===== src/rtl/cc_matrix_serial_tx.sv =====
// Parallel-to-serial transmitter for a MAX7219-style 3-wire link (SCLK/SDATA/LOAD).
// Sends one DATAWIDTH word MSB-first per accepted active-low start request.
module cc_matrix_serial_tx #(
  parameter int unsigned CC_SERIALTX_DATAWIDTH = 16,
  parameter int unsigned CC_SERIALTX_CLKDIV    = 4
) (
  input  logic                             CC_SERIALTX_CLOCK_50,
  input  logic                             CC_SERIALTX_RESET_InHigh,
  input  logic [CC_SERIALTX_DATAWIDTH-1:0] CC_SERIALTX_data_InBUS,
  input  logic                             CC_SERIALTX_start_InLow,
  output logic                             CC_SERIALTX_ready_Out,
  output logic                             CC_SERIALTX_done_Out,
  output logic                             CC_SERIALTX_sclk_Out,
  output logic                             CC_SERIALTX_sdata_Out,
  output logic                             CC_SERIALTX_load_Out
);

  localparam int unsigned DW    = CC_SERIALTX_DATAWIDTH;
  localparam int unsigned CD    = CC_SERIALTX_CLKDIV;
  localparam int unsigned DIV_W = $clog2(CD + 1);
  localparam int unsigned BIT_W = $clog2(DW + 1);

  typedef enum logic [1:0] {
    IDLE       = 2'd0,
    SHIFT_LOW  = 2'd1,
    SHIFT_HIGH = 2'd2,
    LATCH      = 2'd3
  } state_t;

  state_t           state_q;
  logic [DIV_W-1:0] div_q;
  logic [BIT_W-1:0] bit_q;
  logic [DW-1:0]    shift_q;
  logic             ready_q;
  logic             done_q;
  logic             sclk_q;
  logic             sdata_q;
  logic             load_q;

  logic div_end;
  assign div_end = (div_q == DIV_W'(CD - 1));

  // Frame sequencer; every output is a register updated alongside the state.
  always_ff @(posedge CC_SERIALTX_CLOCK_50 or posedge CC_SERIALTX_RESET_InHigh) begin
    if (CC_SERIALTX_RESET_InHigh) begin
      state_q <= IDLE;
      div_q   <= '0;
      bit_q   <= '0;
      shift_q <= '0;
      ready_q <= 1'b1;
      done_q  <= 1'b0;
      sclk_q  <= 1'b0;
      sdata_q <= 1'b0;
      load_q  <= 1'b1;
    end else begin
      done_q <= 1'b0;
      case (state_q)
        IDLE: begin
          ready_q <= 1'b1;
          load_q  <= 1'b1;
          sclk_q  <= 1'b0;
          div_q   <= '0;
          bit_q   <= '0;
          if (!CC_SERIALTX_start_InLow) begin
            shift_q <= CC_SERIALTX_data_InBUS;
            sdata_q <= CC_SERIALTX_data_InBUS[DW-1];
            load_q  <= 1'b0;
            ready_q <= 1'b0;
            state_q <= SHIFT_LOW;
          end
        end
        SHIFT_LOW: begin
          ready_q <= 1'b0;
          if (div_end) begin
            div_q   <= '0;
            sclk_q  <= 1'b1;
            state_q <= SHIFT_HIGH;
          end else begin
            div_q <= div_q + DIV_W'(1);
          end
        end
        SHIFT_HIGH: begin
          if (div_end) begin
            div_q   <= '0;
            sclk_q  <= 1'b0;
            shift_q <= shift_q << 1;
            bit_q   <= bit_q + BIT_W'(1);
            if (bit_q == BIT_W'(DW - 1)) begin
              load_q  <= 1'b1;
              sdata_q <= 1'b0;
              state_q <= LATCH;
            end else begin
              // Next bit appears only on SHIFT_LOW entry for full setup before the rise.
              sdata_q <= shift_q[DW-2];
              state_q <= SHIFT_LOW;
            end
          end else begin
            div_q <= div_q + DIV_W'(1);
          end
        end
        LATCH: begin
          if (div_end) begin
            div_q   <= '0;
            bit_q   <= '0;
            done_q  <= 1'b1;
            ready_q <= 1'b1;
            // A held start chains the next frame straight out of the latch window.
            if (!CC_SERIALTX_start_InLow) begin
              shift_q <= CC_SERIALTX_data_InBUS;
              sdata_q <= CC_SERIALTX_data_InBUS[DW-1];
              load_q  <= 1'b0;
              state_q <= SHIFT_LOW;
            end else begin
              state_q <= IDLE;
            end
          end else begin
            div_q <= div_q + DIV_W'(1);
          end
        end
        default: state_q <= IDLE;
      endcase
    end
  end

  assign CC_SERIALTX_ready_Out = ready_q;
  assign CC_SERIALTX_done_Out  = done_q;
  assign CC_SERIALTX_sclk_Out  = sclk_q;
  assign CC_SERIALTX_sdata_Out = sdata_q;
  assign CC_SERIALTX_load_Out  = load_q;

endmodule

===== config.mk =====
export PLATFORM = sky130hd
export DESIGN_NAME = cc_matrix_serial_tx
export DESIGN_NICKNAME = d
export VERILOG_FILES = /design/src/rtl/cc_matrix_serial_tx.sv
export SDC_FILE = /design/constraint.sdc
export NUM_CORES = 1
export LEC_CHECK = 0
export BUFFER_PORTS_ARGS = -buffer_cell sky130_fd_sc_hd__clkbuf_2
export CORE_MARGIN = 3
export CORE_UTILIZATION = 37
export DETAILED_ROUTE_END_ITERATION = 7
export PLACE_DENSITY_LB_ADDON = 0.12
export REMOVE_ABC_BUFFERS = 1
export SLEW_MARGIN = 20
export SYNTH_ARGS = -nofsm -noshare
export SYNTH_HDL_FRONTEND = slang
export SYNTH_SLANG_ARGS = --single-unit

===== constraint.sdc =====
create_clock -name CC_SERIALTX_CLOCK_50 -period 2 [get_ports CC_SERIALTX_CLOCK_50]
set_input_delay 0.4 -clock CC_SERIALTX_CLOCK_50 [delete_from_list [all_inputs] [get_ports CC_SERIALTX_CLOCK_50]]
set_output_delay 0.4 -clock CC_SERIALTX_CLOCK_50 [all_outputs]
set_load 0.02 [all_outputs]

Yosys cells after proc, flatten, opt, wreduce, memory -nomap -nowiden. Cells that the tools add are included.

Add/sub/neg operators: 2. Multipliers: 0. Divide/modulo/power cells: 0. Magnitude comparators: 0. Equality and inequality tests: 11. Shift operators: 0. Multiplexer cells: 33. Bitwise logic cells: 0. Reduce and logical (&&, ||, !) cells: 10.

Operator list (number): $mux 16 (3); $pmux 16 s3 (1); $pmux 5 s3 (1); $mux 1 (14); $ne 2x2->1 const B (6); $pmux 1 s3 (4); $mux 2 (5); $mux 5 (2); $reduce_bool 3->1 (3); $pmux 2 s4 (1); $pmux 3 s2 (1); $reduce_and 3->1 (2); $add 5x1->5 const B (1); $eq 5x4->1 const B (1); $reduce_and 5->1 (1); $eq 2x2->1 const B (2); $reduce_and 4->1 (1); $add 3x1->3 const B (1); $eq 3x2->1 const B (1); $mux 3 (1); $reduce_or 3->1 (1); $eq 2x1->1 const B (1); $logic_not 2->1 (1); $reduce_and 2->1 (1).

Flip-flop bits (word level): 31. Latch bits: 0. Memory bits (writable): 0. Memory bits (read-only): 0. Input bits: 19. Output and inout port bits: 5. Word-level logic and storage cells: 65. Memories kept: 0.

Depth between registers and ports, before layout.
Depth after elaboration: 4. Depth in mapped cells: 7. Gate-level depth less buffers: 6.

Worst setup path after synthesis. No wires, ideal clock.

Kind: register to register. Start point: register div_q[0]. End point: register sdata_q (netlist: CC_SERIALTX_sdata_Out). Setup time: 0.122 ns. Arrival time: 1.484 ns. Required time: 1.878 ns. Path slack: 0.395 ns. Stages on the path, launching flop included: 7. Path buffers: 2. Clock period less this slack: 1.605 ns. Cell sequence: dfrtp_1 -> ha_1 -> nor2b_1 -> buf_2 -> a221oi_4 -> buf_4 -> o21ai_1.

Word-level cells in the longest chain between the ends: 3. Elaborated cells between the ends (all ways): 4. Classes of those cells: 3 x eq/ne; 1 x reduce/logical.

RTL lines: from (decl) (line 31) `logic [DIV_W-1:0] div_q;`; from (signal assigned) (line 79) `div_q <= div_q + DIV_W'(1);`; from (signal assigned) (line 98) `div_q <= div_q + DIV_W'(1);`; from (signal assigned) (line 117) `div_q <= div_q + DIV_W'(1);`; $eq 3x2->1 (*) (line 41) `assign div_end = (div_q == DIV_W'(CD - 1));`; $ne 2x2->1 (no source line); $reduce_and 3->1 (no source line) (*); to (signal assigned) (line 66) `sdata_q <= CC_SERIALTX_data_InBUS[DW-1];`; to (signal assigned) (line 94) `sdata_q <= shift_q[DW-2];`; to (signal assigned) (line 110) `sdata_q <= CC_SERIALTX_data_InBUS[DW-1];`; to (decl) (line 37) `logic sdata_q;`.

Mark *: on every way between the ends. The rest lies on a longest branch, timed or not. A chain may end at the register's enable or synchronous reset.

Worst setup path in the final report.
Start point: register div_q[0]. End point: register bit_q[3].

Word-level cells in the longest chain between the ends: 3. Elaborated cells between the ends (all ways): 4. Classes of those cells: 3 x eq/ne; 1 x reduce/logical.

RTL lines: $eq 3x2->1 (*) (line 41); $ne 2x2->1 (no source line); $reduce_and 3->1 (no source line) (*); to (signal assigned) (line 87) `bit_q <= bit_q + BIT_W'(1);`; to (decl) (line 32) `logic [BIT_W-1:0] bit_q;`.

Marks and branches as above.

==> results.py <==
metrics = {
    "routing": {
        "firstDrtPassIters": 4,
        "avgRoutedWirePerCell_um": 12.05,
        "drc": 0,
        "via_per_inst": 4.958,
        "num_vias": 1061,
        "drtIter0Drc": 39,
        "drt-total-wl_um": 2578,
        "ant_nets": 0,
    },
    "synthesis": {
        "synth_area_mm2": 0.001463,
        "synth-seq-cells": 30,
        "ys_top_cells_by_count": "dfrtp_1 (28), nand2_1 (23), o21ai_1 (16)",
        "avgSynthCellArea_um2": 10.45,
        "synthFlopType": "dfrtp_1",
        "ys_types": 29,
        "synth.most_common_cell": "dfrtp_1",
        "syn_inst": 140,
        "synth_area_leader_cell": "dfrtp_1",
        "async_flop_share_pct": 100.0,
        "synth_top_area_share_pct": 47.90,
        "yosysSeqAreaShare_pct": 51.50,
        "yosysWarnings": 0,
        "synth_edf_count": 0,
        "ys_top_cells_by_area": "dfrtp_1 (48%), mux2i_1 (9.6%), nand2_1 (5.9%)",
    },
    "setup_path": {
        "end_kind": "register",
        "worstRegToRegCells": 5,
        "reg2reg_slack_ns": 0.28,
        "critical_path.max_fanout": 8,
        "worstPathRequired_ns": 2.21,
        "start_kind": "register",
        "arrival_ns": 1.93,
        "worst_r2r_endpoint": "bit_q[3]",
        "criticalPathCategory": "reg2reg",
        "critPathLaunch": "div_q[0]",
        "r2r_start": "div_q[0]",
    },
    "sta": {
        "fin_setup_tns_ns": 0,
        "fin_skew_ns": 0.006793,
        "drv_slew": 0,
        "relSlewSlack_pct": 59.02,
        "max_freq_ghz": 0.5812,
        "rsz0062_at_grt": "no",
        "post-route-period-util_pct": 86.03,
        "min_period_ns": 1.721,
        "hold_viol_final": 0,
        "setup_viol": 0,
        "tightest_slew_ns": 0.6135,
    },
    "die": {
        "initial_core_util_pct": 39.07,
        "io_pins": 24,
        "die_h_um": 68.88,
        "coreArea_mm2": 0.003744,
        "die_x_um": 68.88,
        "die_area_mm2": 0.004744,
        "fp-row-count": 22,
    },
    "clock_network": {
        "clockRootBuffer": "clkbuf_8",
        "cts_made_buffers": 5,
        "post_cts_buffers": 0,
        "cts_buffer_depth": 2,
        "clkLatencyLatePin_ns": 0.27,
        "cts_sinks": 30,
        "cts_tree": "done",
        "cts.htree.levels": 2,
        "hold_buffers": 0,
        "cts-resized-gates": 0,
        "clkTransAtPathRegs_ns": 0.06,
    },
    "global_routing": {
        "grt_usage_pct": 13.00,
        "grt_pass1_vias": 976,
        "grt-ovfl-total": 0,
        "grt_pass1_wl_um": 4450,
        "grt_max_degree": 34,
        "antenna_found_initial": 0,
    },
    "run": {
        "drv_cap": 0,
    },
    "finish": {
        "nets": 187,
        "post-route-util_pct": 46.39,
        "fillers": 372,
        "multiInputGateArea_um2": 638.1,
        "n_antenna_cell": 0,
        "area_growth_syn_to_layout_pct": 18.73,
        "drive_gt1_share_pct": 22.89,
        "regArea_um2": 753.2,
    },
    "placed_design": {
        "place_hpwl_um": 1913,
        "io_buffers": 23,
        "finalWeightedCongestion": 0.6646,
    },
    "hold_path": {
        "hold_path_class": "in2async",
    },
    "status": {
        "status": "complete, no violations",
    },
    "pwr": {
        "ir_drop_v": 0.0004842,
        "leakage_nw": 0.8916,
        "power_density_mw_per_mm2": 725.7,
    },
}
==> sequential cells by signal, summed over array words and instances, names as in the netlist <==
register,cells
CC_SERIALTX_done_Out,1
CC_SERIALTX_load_Out,1
CC_SERIALTX_ready_Out,1
CC_SERIALTX_sclk_Out,1
CC_SERIALTX_sdata_Out,1
bit_q,5
div_q,3
shift_q,15
state_q,2
==> metrics by stage <==
| stage | hold WS [ns] | area (µm²) | std cells | setup slack [ns] | power, mW |
|---|---|---|---|---|---|
| 4_1_cts | 0.1737 | 1737 | 214 | 0.2903 | 1.288 |
| 3_5_place_dp | 0.4414 | 1620 | 206 | 0.3039 | 0.6605 |
| 6_report | 0.1698 | 1737 | 214 | 0.2794 | 1.260 |
| 3_3_place_gp | 0.4282 | 1620 | 206 | 0.3474 | 0.6588 |
| 2_1_floorplan | 0.4192 | 1403 | 131 | 0.1502 | 0.6362 |
| 5_1_grt | 0.2055 | 1737 | 214 | 0.1484 | 1.318 |
==> worst max-delay path, stage by stage (launching register included) <==
cell and delay, ns:
dfrtp_1 0.35, ha_1 0.20, nor2b_1 0.53, nand2b_1 0.17
o31ai_1 0.26, a22o_1 0.15
==> cells by family after synthesis <==
group | Yosys count | synth area share (%)
flip-flops | 30 | 51.50
AND/OR/NAND/NOR | 44 | 14.88
buffers and inverters | 12 | 4.875
AO/OA/AOI/OAI | 37 | 16.60
adder cells (fa/ha/maj) | 3 | 2.567
multiplexers | 14 | 9.581
==> power breakdown <==
group	internal (mW)	switching, mW	total (mW)
registers	0.607	0	0.607
clock network	0.406	0.207	0.613
logic	0.0193	0.0209	0.0402
total	1.03	0.228	1.26
==> layout by cell type, fill, tap and decap left out, types with 2 or more instances in the layout <==
cell type and count:
a21oi_1 3, a22o_1 7, and3_1 2, buf_4 3, clkbuf_2 23, clkbuf_8 6
dfrtp_1 28, dfstp_2 2, ha_1 3, inv_1 3, mux2i_1 14, nand2_1 23
nand2b_1 4, nor2_1 3, nor2b_1 4, nor3_1 2, nor3b_1 3, o21ai_0 5
o21ai_1 16, o22ai_1 2
==> routing by layer <==
layer,vias to the layer above,share of wire [%],track usage (%)
li1,539,-,-
met1,497,44,15.46
met2,21,48,20.71
met3,4,6.0,5.024
met4,0,1.5,5.839
met5,-,0,0
==> area by class of cell <==
type,count,area share [%]
Tap cell,48,3.458
Clock buffer,7,4.971
Timing Repair Buffer,27,9.078
Inverter,3,0.6484
Clock inverter,1,1.729
Sequential cell,30,43.37
Multi-Input combinational cell,98,36.74
==> how the worst max path moves through the flow <==
stage	slack (ns)	cells past startpoint	endpoint
finish	0.28	5	bit_q[3]
global route	0.15	5	bit_q[3]
CTS	0.29	5	bit_q[3]
detailed placement	0.30	5	bit_q[3]
global placement	0.35	5	bit_q[3]
floorplan	0.15	4	CC_SERIALTX_sdata_Out
(Power assumes the default switching activity.)
